[src/rtl/fc_seq_pkg.sv]
// Shared types and layer geometry for the time-multiplexed FC sequencer.
package fc_seq_pkg;

  typedef enum logic [2:0] {
    ST_IDLE,
    ST_CLR,
    ST_MAC,
    ST_WB,
    ST_DONE
  } fc_state_e;

  localparam int unsigned FC_NUM_LAYERS = 3;
  localparam int unsigned FC_N_IN  [FC_NUM_LAYERS] = '{256, 128, 84};
  localparam int unsigned FC_N_OUT [FC_NUM_LAYERS] = '{128, 84, 10};
  localparam int unsigned FC_W_TOTAL = 44360;

  // LSB of the accumulator slice kept on write-back.
  function automatic int unsigned fc_wb_shift(input int unsigned width, input int unsigned n_in);
    return width + $clog2(n_in) + 1;
  endfunction

endpackage

[src/rtl/fc_layer_cfg.sv]
// Combinational layer lookup: layer index -> fan-in, fan-out, write-back shift.
module fc_layer_cfg
  import fc_seq_pkg::*;
#(
  parameter int unsigned WIDTH = 8
) (
  input  logic [1:0] i_layer,
  output logic [8:0] o_n_in,
  output logic [7:0] o_n_out,
  output logic [4:0] o_wb_shift
);

  always_comb begin
    o_n_in     = 9'(FC_N_IN[2]);
    o_n_out    = 8'(FC_N_OUT[2]);
    o_wb_shift = 5'(fc_wb_shift(WIDTH, FC_N_IN[2]));
    case (i_layer)
      2'd0: begin
        o_n_in     = 9'(FC_N_IN[0]);
        o_n_out    = 8'(FC_N_OUT[0]);
        o_wb_shift = 5'(fc_wb_shift(WIDTH, FC_N_IN[0]));
      end
      2'd1: begin
        o_n_in     = 9'(FC_N_IN[1]);
        o_n_out    = 8'(FC_N_OUT[1]);
        o_wb_shift = 5'(fc_wb_shift(WIDTH, FC_N_IN[1]));
      end
      default: ;
    endcase
  end

endmodule

[src/rtl/fc_seq_ctrl.sv]
// Sequencer driving one shared MAC through the 256->128->84->10 FC stack.
// Optional FC_PERF_EN adds busy/stall cycle counters.
module fc_seq_ctrl
  import fc_seq_pkg::*;
#(
  parameter int unsigned WIDTH    = 8,
  parameter int unsigned W_ADDR_W = 16
) (
  input  logic                clk,
  input  logic                rst_n,
  input  logic                start,
  input  logic                stall,
  output logic                busy,
  output logic                done,
  output logic [1:0]          layer_idx,
  output logic [7:0]          in_idx,
  output logic [6:0]          out_idx,
  output logic [W_ADDR_W-1:0] w_addr,
  output logic                mac_clr,
  output logic                mac_en,
  output logic                wb_en,
  output logic [4:0]          wb_shift
`ifdef FC_PERF_EN
  ,
  output logic [31:0]         perf_busy_cyc,
  output logic [31:0]         perf_stall_cyc
`endif
);

  localparam logic [W_ADDR_W-1:0] W_LAST = W_ADDR_W'(FC_W_TOTAL - 1);

  fc_state_e             r_state, w_next;
  logic [1:0]            r_layer;
  logic [7:0]            r_in_idx;
  logic [6:0]            r_out_idx;
  logic [W_ADDR_W-1:0]   r_w_addr;
  logic [8:0]            w_n_in;
  logic [7:0]            w_n_out;
  logic [4:0]            w_wb_shift;
  logic                  w_adv, w_last_in, w_last_out, w_last_layer;

  fc_layer_cfg #(.WIDTH(WIDTH)) u_cfg (
    .i_layer    (r_layer),
    .o_n_in     (w_n_in),
    .o_n_out    (w_n_out),
    .o_wb_shift (w_wb_shift)
  );

  assign w_adv        = ~stall;
  assign w_last_in    = ({1'b0, r_in_idx} == (w_n_in - 9'd1));
  assign w_last_out   = ({1'b0, r_out_idx} == (w_n_out - 8'd1));
  assign w_last_layer = (r_layer == 2'(FC_NUM_LAYERS - 1));

  always_ff @(posedge clk or negedge rst_n) begin
    if (!rst_n) r_state <= ST_IDLE;
    else        r_state <= w_next;
  end

  always_comb begin
    w_next = r_state;
    case (r_state)
      ST_IDLE: if (start) w_next = ST_CLR;
      ST_CLR:  if (w_adv) w_next = ST_MAC;
      ST_MAC:  if (w_adv && w_last_in) w_next = ST_WB;
      ST_WB:   if (w_adv) w_next = (w_last_out && w_last_layer) ? ST_DONE : ST_CLR;
      ST_DONE: w_next = ST_IDLE;
      default: w_next = ST_IDLE;
    endcase
  end

  // w_addr is a running address across layers; it saturates on the final weight.
  always_ff @(posedge clk or negedge rst_n) begin
    if (!rst_n) begin
      r_layer   <= '0;
      r_in_idx  <= '0;
      r_out_idx <= '0;
      r_w_addr  <= '0;
    end else begin
      case (r_state)
        ST_IDLE: begin
          r_layer   <= '0;
          r_in_idx  <= '0;
          r_out_idx <= '0;
          r_w_addr  <= '0;
        end
        ST_MAC: if (w_adv) begin
          if (!w_last_in)         r_in_idx <= r_in_idx + 8'd1;
          if (r_w_addr != W_LAST) r_w_addr <= r_w_addr + W_ADDR_W'(1);
        end
        ST_WB: if (w_adv) begin
          r_in_idx <= '0;
          if (!w_last_out) begin
            r_out_idx <= r_out_idx + 7'd1;
          end else if (!w_last_layer) begin
            r_layer   <= r_layer + 2'd1;
            r_out_idx <= '0;
          end
        end
        default: ;
      endcase
    end
  end

  always_comb begin
    busy      = (r_state != ST_IDLE);
    done      = (r_state == ST_DONE);
    mac_clr   = (r_state == ST_CLR) && w_adv;
    mac_en    = (r_state == ST_MAC) && w_adv;
    wb_en     = (r_state == ST_WB)  && w_adv;
    wb_shift  = (r_state == ST_WB) ? w_wb_shift : '0;
    layer_idx = r_layer;
    in_idx    = r_in_idx;
    out_idx   = r_out_idx;
    w_addr    = r_w_addr;
  end

`ifdef FC_PERF_EN
  always_ff @(posedge clk or negedge rst_n) begin
    if (!rst_n) begin
      perf_busy_cyc  <= '0;
      perf_stall_cyc <= '0;
    end else if (r_state == ST_IDLE) begin
      if (start) begin
        perf_busy_cyc  <= '0;
        perf_stall_cyc <= '0;
      end
    end else begin
      perf_busy_cyc <= perf_busy_cyc + 32'd1;
      if (stall && r_state != ST_DONE) perf_stall_cyc <= perf_stall_cyc + 32'd1;
    end
  end
`endif

endmodule
[config.mk]
export PLATFORM = sky130hd
export DESIGN_NAME = fc_seq_ctrl
export DESIGN_NICKNAME = d
export VERILOG_FILES = /design/src/rtl/fc_seq_pkg.sv /design/src/rtl/fc_layer_cfg.sv /design/src/rtl/fc_seq_ctrl.sv
export SDC_FILE = /design/constraint.sdc
export NUM_CORES = 1
export LEC_CHECK = 0
export CELL_PAD_IN_SITES_DETAIL_PLACEMENT = 0
export CELL_PAD_IN_SITES_GLOBAL_PLACEMENT = 1
export CORE_MARGIN = 3
export CORE_UTILIZATION = 35
export CTS_BUF_LIST = sky130_fd_sc_hd__clkbuf_8
export CTS_CLUSTER_DIAMETER = 100
export DETAILED_ROUTE_END_ITERATION = 16
export PLACE_DENSITY_LB_ADDON = 0.1
export REMOVE_ABC_BUFFERS = 1
export SYNTH_ARGS = -nofsm -noshare
export SYNTH_HDL_FRONTEND = slang
export SYNTH_HIERARCHICAL = 1
export SYNTH_SLANG_ARGS = --single-unit
[constraint.sdc]
create_clock -name clk -period 8.2 [get_ports clk]
set_input_delay 1.23 -clock clk [delete_from_list [all_inputs] [get_ports clk]]
set_output_delay 1.23 -clock clk [all_outputs]
set_load 0.02 [all_outputs]
# Yosys cells after proc, flatten, opt, wreduce, memory -nomap -nowiden
# Index checks and enable logic that the tools add are counted.
# totals
register_bits	36
word_cells	72
input_bits	4
out_inout_bits	43
# classes
n_reduce_logical	16
n_eq_ne	19
add_sub_neg	6
mux	25
bitwise	1
# ops
cell	n
2-to-1 mux 16 bit	2
case mux 16 bit (2 select lines)	1
2-to-1 mux 8 bit	3
case mux 8 bit (3 select lines)	1
2-to-1 mux 7 bit	3
inequality test 2 bit (second input constant)	9
case mux 9 bit (2 select lines)	1
adder 16 x 1 -> 16 bit (second input constant)	1
inequality test 16 bit (second input constant)	1
case mux 8 bit (2 select lines)	1
2-to-1 mux 3 bit	5
case mux 7 bit (2 select lines)	1
case mux 3 bit (4 select lines)	1
AND reduction 4 bit	3
equality test 8 x 9 -> 1 bit	1
subtractor 9 x 1 -> 9 bit (second input constant)	1
adder 8 x 1 -> 8 bit (second input constant)	1
equality test 7 x 8 -> 1 bit	1
subtractor 8 x 1 -> 8 bit (second input constant)	1
adder 7 x 1 -> 7 bit (second input constant)	1
equality test 3 x 2 -> 1 bit (second input constant)	2
2-to-1 mux 2 bit	3
AND reduction 3 bit	2
nonzero test 3 bit	2
other kinds (14)	19

# Longest topological paths before layout
# Gate-level depths: netlist of the first run.
# logic_depth
ltp_word	8
ltp_mapped	11
ltp_nobuf	9

# Hierarchy
# The synthesis of the first run kept the hierarchy.
# by_module_without_submodules
module	instances	area_each_um2	cells_each	seq_area_each_um2
fc_seq_ctrl	1	2661.3	306	900.9
fc_layer_cfg	1	163.9	24	0.0

# Worst setup path after synthesis of the first run
# Ideal clock, no wire load.
# synth_path
kind	input port to output port
startpoint	in stall
endpoint	out mac_clr
arrival_time_ps	1877
required_time_ps	6970
path_slack_ps	5093
stages	2
path_buffers	0
path_cell_list	nand2b_1 nor3_1
# synth_via
elab_chain_len	2
# synth_rtl
item	line_no	rtl
start: declaration	fc_seq_ctrl.sv:12	input logic stall,
NOT 1 bit	fc_seq_ctrl.sv:49	assign w_adv = ~stall;
logical AND 1 bit	fc_seq_ctrl.sv:107	mac_clr = (r_state == ST_CLR) && w_adv;
end: declaration	fc_seq_ctrl.sv:19	output logic mac_clr,
# Every way passes these cells.

# Worst setup path in the final report of the first run
# Ends and elaborated chain as after synthesis.

==> results.md, run 1 <==
- Data required time at the worst endpoint: about 7 ns
- Gate count of the mapped netlist: 330
- Post CTS Setup Buffer Count: 0
- Commonest cells after routing, fill and taps aside: clkdlybuf4s50_1, nor2_1, dfrtp_1
- Global-route track usage on met1: between 20 and 25%
- Most used flip-flop cell after synthesis: dfrtp_1
- Total DRC errors in the routed layout: 0
- Hold Fails Final Rpt: 0
- Routability congestion estimate: a little under 0.8
- Die outline width: 95.8 µm
- Count of TritonRoute iterations in the first routing pass: 4
- Footprint of the multi-input gates: about 0.0017 mm²
- Post-layout minimum cycle time: between 4 and 5 ns
- Number of enable-type register cells in the synthesized netlist: 0
- Power per cell area: around 210 mW/mm²
- Critical path capture point type: output port
- Mean routed wirelength per cell: around 15 µm
- Number of DRC markers in iteration 0: ~100
- Largest net degree at the start of global routing: 37
- Layout Nets: around 370
- Static leakage: 1.36 nW
- Number of max-slew violations in the final report: 0
- Number of routed nets with antenna violations: 0
- Hold path startpoint: w_addr[0]
- GRT Residual Overflow: 0
- Drt via density: about 5.2
- Highest clock rate: approximately 0.25 GHz
- TritonCTS Buffers: 5
- Initial Utilization: 36.4%
- Initial antenna violation count: 0
- Number of standard-cell rows in the floorplan: 32
- Post-layout power: 698 µW
- Clock skew after layout: 0.00791 ns
- Crit start category: input port
- Wire length of the first global-routing pass: between 10 and 15 mm
- Worst-path fanout max: 7
- Class of the tightest hold or removal check: reg2reg
- Vias: about 2400
- Port Buffers: 43
- Netlist area before placement: 0.00283 mm²
- Synth warnings: 6
- Distinct cells, synth: 62
- Commonest non-fill, non-tap cell in the layout: clkdlybuf4s50_1
- Peak-usage layer in the global routing report: met2
- Fraction of the yosys area taken by sequential cells: roughly a third
- Floorplan die height: 95.8 µm
- Largest buffer count on any clock path: 2
- Filler cell count in the final layout: a little over 800
- Unrepaired setup endpoints after global routing: false
- Share of synthesized registers carrying an async set or reset: 100%
- Worst slew margin: roughly a fifth
- Number of global-route vias before repair: between 2000 and 2500
- Worst IR drop on VDD: approximately 0.10 mV
- Combined flip-flop and latch cell area: 901 µm²
- Clock root buffer: clkbuf_8
- Transition time at the pin with the least slew margin: between 1 and 1.5 ns
- Post-synthesis average cell area: ~8.6 µm²
- Startpoint of the most critical register-to-register path: layer_idx[1]
- Number of H-tree levels: 2
- Data arrival, critical path: approximately 2.9 ns
- Post-CTS clock slew at the launch and capture registers of the worst setup and hold paths: roughly 0.07 ns
- Ant. Diodes: 0
- Total of flip-flops plus latches after synthesis: 36
- Met3 track demand over resource in global routing: between 2 and 3%
- Number of failing setup endpoints in the final timing report: 0
- Share of final-layout standard cells stronger than drive strength 1: between 7 and 8%
- Final HPWL from detailed placement: around 5.0 mm
- Crit Path Class: in2out
- Total of cells resized after clock tree synthesis: 0
- Total of max-cap violations: 0
- Clock tree sinks: 36
- CP Launch Point: stall
- GR Layer Usage met2: about a quarter
- Area enclosed by the die boundary: approximately 0.0092 mm²
- TritonCTS clock tree: built
- Fin Setup TNS: 0 ns
- Run status: complete, no violations
- Post-CTS Hold Fix Bufs: 0
- Total I/O pin count: 47
- Worst slack on hold paths: between 0.5 and 0.6 ns
- Clock network latency to the later pin of the worst-skew pair: 0.29 ns
- Area growth, synth to finish: 16.9%
- Global-route total usage across every layer: 16.0%
- WL final: approximately 6.8 mm
- Final Cycle Share: about half
- Placeable core region: 0.00777 mm²
## registers in the layout (all words and copies together) (netlist names)
name and count:
in_idx 8, layer_idx 2, out_idx 7, r_state 3, w_addr 16
## path summary, 6_finish.rpt
path	endpoint	slack, ns	cells past startpoint
hold reg to reg	w_addr[0]	0.53	1
hold / removal	w_addr[0]	0.53	1
max in group asynchronous	out_idx[1]	6.63	1
setup reg to reg	layer_idx[1]	4.54	7
min in group asynchronous	in_idx[2]	1.04	1
setup / recovery	mac_clr	4.12	4
## cell usage after synthesis (2+ instances only)
cell | instances | area share (%)
nand4b_1 | 2 | 0.62
nor4_1 | 8 | 1.8
o21ai_0 | 10 | 1.8
clkbuf_4 | 2 | 0.53
a21o_1 | 2 | 0.53
buf_4 | 19 | 5.0
and3_1 | 7 | 1.5
xor2_1 | 22 | 6.8
nor3_1 | 9 | 1.6
mux2i_1 | 3 | 1.1
inv_1 | 13 | 1.7
or3_4 | 2 | 0.80
nor3b_1 | 2 | 0.53
conb_1 | 2 | 0.27
buf_2 | 4 | 0.71
dfrtp_1 | 36 | 32
a31o_1 | 2 | 0.62
or3_1 | 4 | 0.89
nand2_1 | 24 | 3.2
nand3_1 | 9 | 1.6
and3_2 | 2 | 0.53
ha_1 | 6 | 2.7
a41o_2 | 2 | 0.80
xnor2_1 | 17 | 5.3
and2_1 | 9 | 2.0
or4_1 | 2 | 0.53
a31oi_1 | 2 | 0.44
a211oi_1 | 4 | 1.1
nand4_1 | 13 | 2.9
nor4b_1 | 2 | 0.62
a21oi_1 | 8 | 1.4
a21oi_2 | 3 | 0.93
or2_2 | 2 | 0.44
o22ai_1 | 2 | 0.44
and4_1 | 3 | 0.93
clkbuf_1 | 5 | 0.66
nor2b_1 | 2 | 0.44
nand2b_1 | 4 | 0.89
nor2_1 | 37 | 4.9
## worst max-delay path: stages
cell             delay [ns]
clkdlybuf4s50_1        0.55
nand2b_1               0.27
nor3_1                 0.16
clkdlybuf4s50_1        0.64
## area by class of cell
type | count | area share [%]
clock buffer | 5 | 2.08
clock inverter | 3 | 1.29
inverter | 13 | 1.48
multi-input combinational | 256 | 50.9
sequential | 36 | 27.3
tap | 102 | 3.86
timing repair buffer | 44 | 13.1
## cell families after synthesis
kind of cell	count (synthesis)	share of synthesized area, %
compound gates	47	12.8
simple gates	151	29.6
other cells	2	0.266
fa+ha+maj	6	2.66
flops	36	31.9
buf+inv	46	9.65
mux	3	1.06
xor+xnor	39	12.1
## per-stage QoR
stage               util [%]  instances  cell area, µm²  setup WS, ns
global placement        41.1        451            3190          4.11
global route            42.5        459            3300          4.01
CTS                     42.5        459            3300          4.10
finish                  42.5        459            3300          4.12
detailed placement      41.1        451            3190          4.11
floorplan                  -        305            2630          5.09
## layer usage
layer | part of all wire, % | wire, µm
met1 | 48 | 3280
met2 | 47 | 3210
met5 | 0 | 0
met3 | 4.0 | 272
met4 | 0.46 | 31
## report_power, final
group	internal, mW	total (mW)	switching, mW
clock network	0.0900	0.157	0.0671
logic	0.115	0.301	0.186
registers	0.197	0.240	0.0424
Note: power is estimated with default switching activity, not from simulation.
==> run 2: changes to the inputs <==
==> constraint.sdc (replaced) <==
create_clock -name clk -period 3.95 [get_ports clk]
set_input_delay 0.5925 -clock clk [delete_from_list [all_inputs] [get_ports clk]]
set_output_delay 0.5925 -clock clk [all_outputs]
set_load 0.02 [all_outputs]
==> run 2 against run 1 <==
Final area shrank 0.61%. Core utilization is 0.26 points lower. Worst hold slack got worse by 0.11 ns. Routed wire length rose by 3.0%. Clock power rose by 50%. Sequential share of layout area increased by 0.17 points. Register-to-register slack worse by 3.5 ns. Critical path depth is the same. Sequential power increased by 110%. Combinational power up 110%. Worst setup slack worse by 3.1 ns. Global-route usage rose by 0.56 points. Critical path type is now reg2out. Critical endpoint is now wb_shift[4].
==> results.md, run 2 (synthesis gave the netlist of run 1 again) <==
- Layout Nets: 369 (+0.82%)
- Critical path capture point type: output port
- Class of the tightest hold or removal check: in2async
- Data arrival, critical path: 2.35 ns (-0.50 ns)
- Clock tree sinks: 36 (unchanged)
- Number of flip-flops in the largest register: 16 (unchanged)
- Worst-path fanout max: 12 (+5)
- Endpoint of the worst setup timing path: wb_shift[4]
- Number of global-route vias before repair: 2315 (+1.7%)
- Data required time at the worst endpoint: 3.36 ns (-3.61 ns)
- Total of cells resized after clock tree synthesis: 0 (unchanged)
- Mean routed wirelength per cell: 15.2 µm (+3.0%)
- Post CTS Setup Buffer Count: 0 (unchanged)
- Met3 track demand over resource in global routing: 2.89% (+0.23 points)
- Number of standard-cell rows in the floorplan: 32 (unchanged)
- Fin Setup TNS: 0 ns (unchanged)
- Area growth, synth to finish: 16.2%
- Total of max-cap violations: 0 (unchanged)
- Final HPWL from detailed placement: 5.11 mm (+2.7%)
- Peak-usage layer in the global routing report: met2
- TritonCTS clock tree: built
- Clock network latency to the later pin of the worst-skew pair: 0.28 ns (about the same)
- Routability congestion estimate: 0.770 (-2.7%)
- Worst slew margin: 43.5% (+23 points)
- Worst IR drop on VDD: 0.224 mV (+120%)
- Register-to-register path setup slack: 1.03 ns (-3.51 ns)
- Post-CTS Hold Fix Bufs: 0 (unchanged)
- Number of routed nets with antenna violations: 0 (unchanged)
- Number of failing setup endpoints in the final timing report: 0 (unchanged)
- Startpoint of the most critical register-to-register path: layer_idx[1]
- GR Layer Usage met2: 25.7% (+0.58 points)
- Share of final-layout standard cells stronger than drive strength 1: 7.28% (unchanged)
- Number of H-tree levels: 2 (unchanged)
- Highest clock rate: between 0.3 and 0.4 GHz
- Total I/O pin count: 47 (unchanged)
- WL final: 7.00 mm (+3.0%)
- Port Buffers: 43 (unchanged)
- Crit Path Class: reg2out
- Transition time at the pin with the least slew margin: 0.847 ns (-0.336 ns)
- Placed instance count: 454 (+0.67%)
- Count of TritonRoute iterations in the first routing pass: 4 (unchanged)
- Total DRC errors in the routed layout: 0 (unchanged)
- GRT Residual Overflow: 0 (unchanged)
- CP Launch Point: r_state[1]
- Post-CTS clock slew at the launch and capture registers of the worst setup and hold paths: 0.07 ns (about the same)
- Power per cell area: 418 mW/mm² (+98%)
- Static leakage: 1.35 nW (-0.17%)
- Commonest cells after routing, fill and taps aside: clkdlybuf4s50_1, nor2_1, dfrtp_1
- Run status: complete, no violations
- Area enclosed by the die boundary: 0.00919 mm² (unchanged)
- Utilization of the core after routing: 42.3% (-0.26 points)
- Number of max-slew violations in the final report: 0 (unchanged)
- Wire length of the first global-routing pass: 11.9 mm (+2.4%)
- Drt via density: 5.19 (-1.0%)
- Die outline width: 95.8 µm (unchanged)
- Clock root buffer: clkbuf_8
- Initial Utilization: 36.4% (unchanged)
- Capture point of the worst reg-to-reg path: layer_idx[0]
- Commonest non-fill, non-tap cell in the layout: clkdlybuf4s50_1
- Initial antenna violation count: 0 (unchanged)
- Hold Fails Final Rpt: 0 (unchanged)
- Global-route track usage on met1: 24.2% (+1.0 points)
- Unrepaired setup endpoints after global routing: false
- Floorplan die height: 95.8 µm (unchanged)
- Count of cells along the worst register-to-register path: 8 (+1)
- Ant. Diodes: 0 (unchanged)
- TritonCTS Buffers: 5 (unchanged)
- Post-layout minimum cycle time: 2.94 ns
- Post-route non-filler standard cell count: 459 (unchanged)
- Largest net degree at the start of global routing: 37 (unchanged)
- Placeable core region: 0.00777 mm² (unchanged)
- Vias: 2381 (-1.0%)
- Global-route total usage across every layer: 16.5% (+0.56 points)
- Crit start category: register
- Largest buffer count on any clock path: 2 (unchanged)
- Number of DRC markers in iteration 0: 84 (-19%)
- Clock skew after layout: 0.00599 ns (-0.00192 ns)
- Final Cycle Share: 74.5%
==> run 2: cell count changes in the layout (fill, tap and decap cells not counted), sizes merged <==
cell	change
clkinvlp	-1
bufinv	-1
buf	+3
clkinv	-1
==> run 2: per-layer routing <==
| layer | up-vias | share of wire [%] |
|---|---|---|
| met5 | - | 0 |
| met4 | 0 | 0.61 |
| met3 | 4 | 3.2 |
| met2 | 35 | 45 |
| met1 | 1147 | 51 |
| li1 | 1195 | - |
==> run 2: final cells by class <==
cell class                      count  area [µm²]
Sequential cell                    36         901
Multi-Input combinational cell    256        1680
Tap cell                          102         128
Timing Repair Buffer               47         455
Fill cell                         827        4480
Inverter                           13        48.8
Clock buffer                        5        68.8
==> run 2: critical path: stages (launching register included) <==
cell and delay (ns):
dfrtp_1 0.59, nand2b_1 0.21, nor2_1 0.47, and2_1 0.20, clkdlybuf4s50_1 0.60
==> run 2: worst min-delay path by stage <==
stage / slack, ns / to
2_1_floorplan: 0.30 / in_idx[0]
3_3_place_gp: 0.51 / w_addr[0]
3_5_place_dp: 0.54 / w_addr[0]
4_1_cts: 0.46 / w_addr[14]
5_1_grt: 0.48 / w_addr[10]
6_report: 0.42 / in_idx[7]
==> run 2: power breakdown <==
group          switching (mW)  internal [mW]  total [mW]
clock                   0.122          0.114       0.235
combinational           0.392          0.248       0.639
sequential             0.0882          0.410       0.498
total                   0.602          0.771        1.37
==> run 2: per-stage QoR <==
stage	area [µm²]	worst slack (ns)	power, mW	hold WS, ns
after floorplan	2630	0.882	0.889	0.297
after global placement	3210	1.06	1.15	0.514
after detailed placement	3210	0.992	1.15	0.542
after CTS	3280	0.946	1.39	0.457
after global routing	3280	0.724	1.49	0.483
final	3280	1.01	1.37	0.416
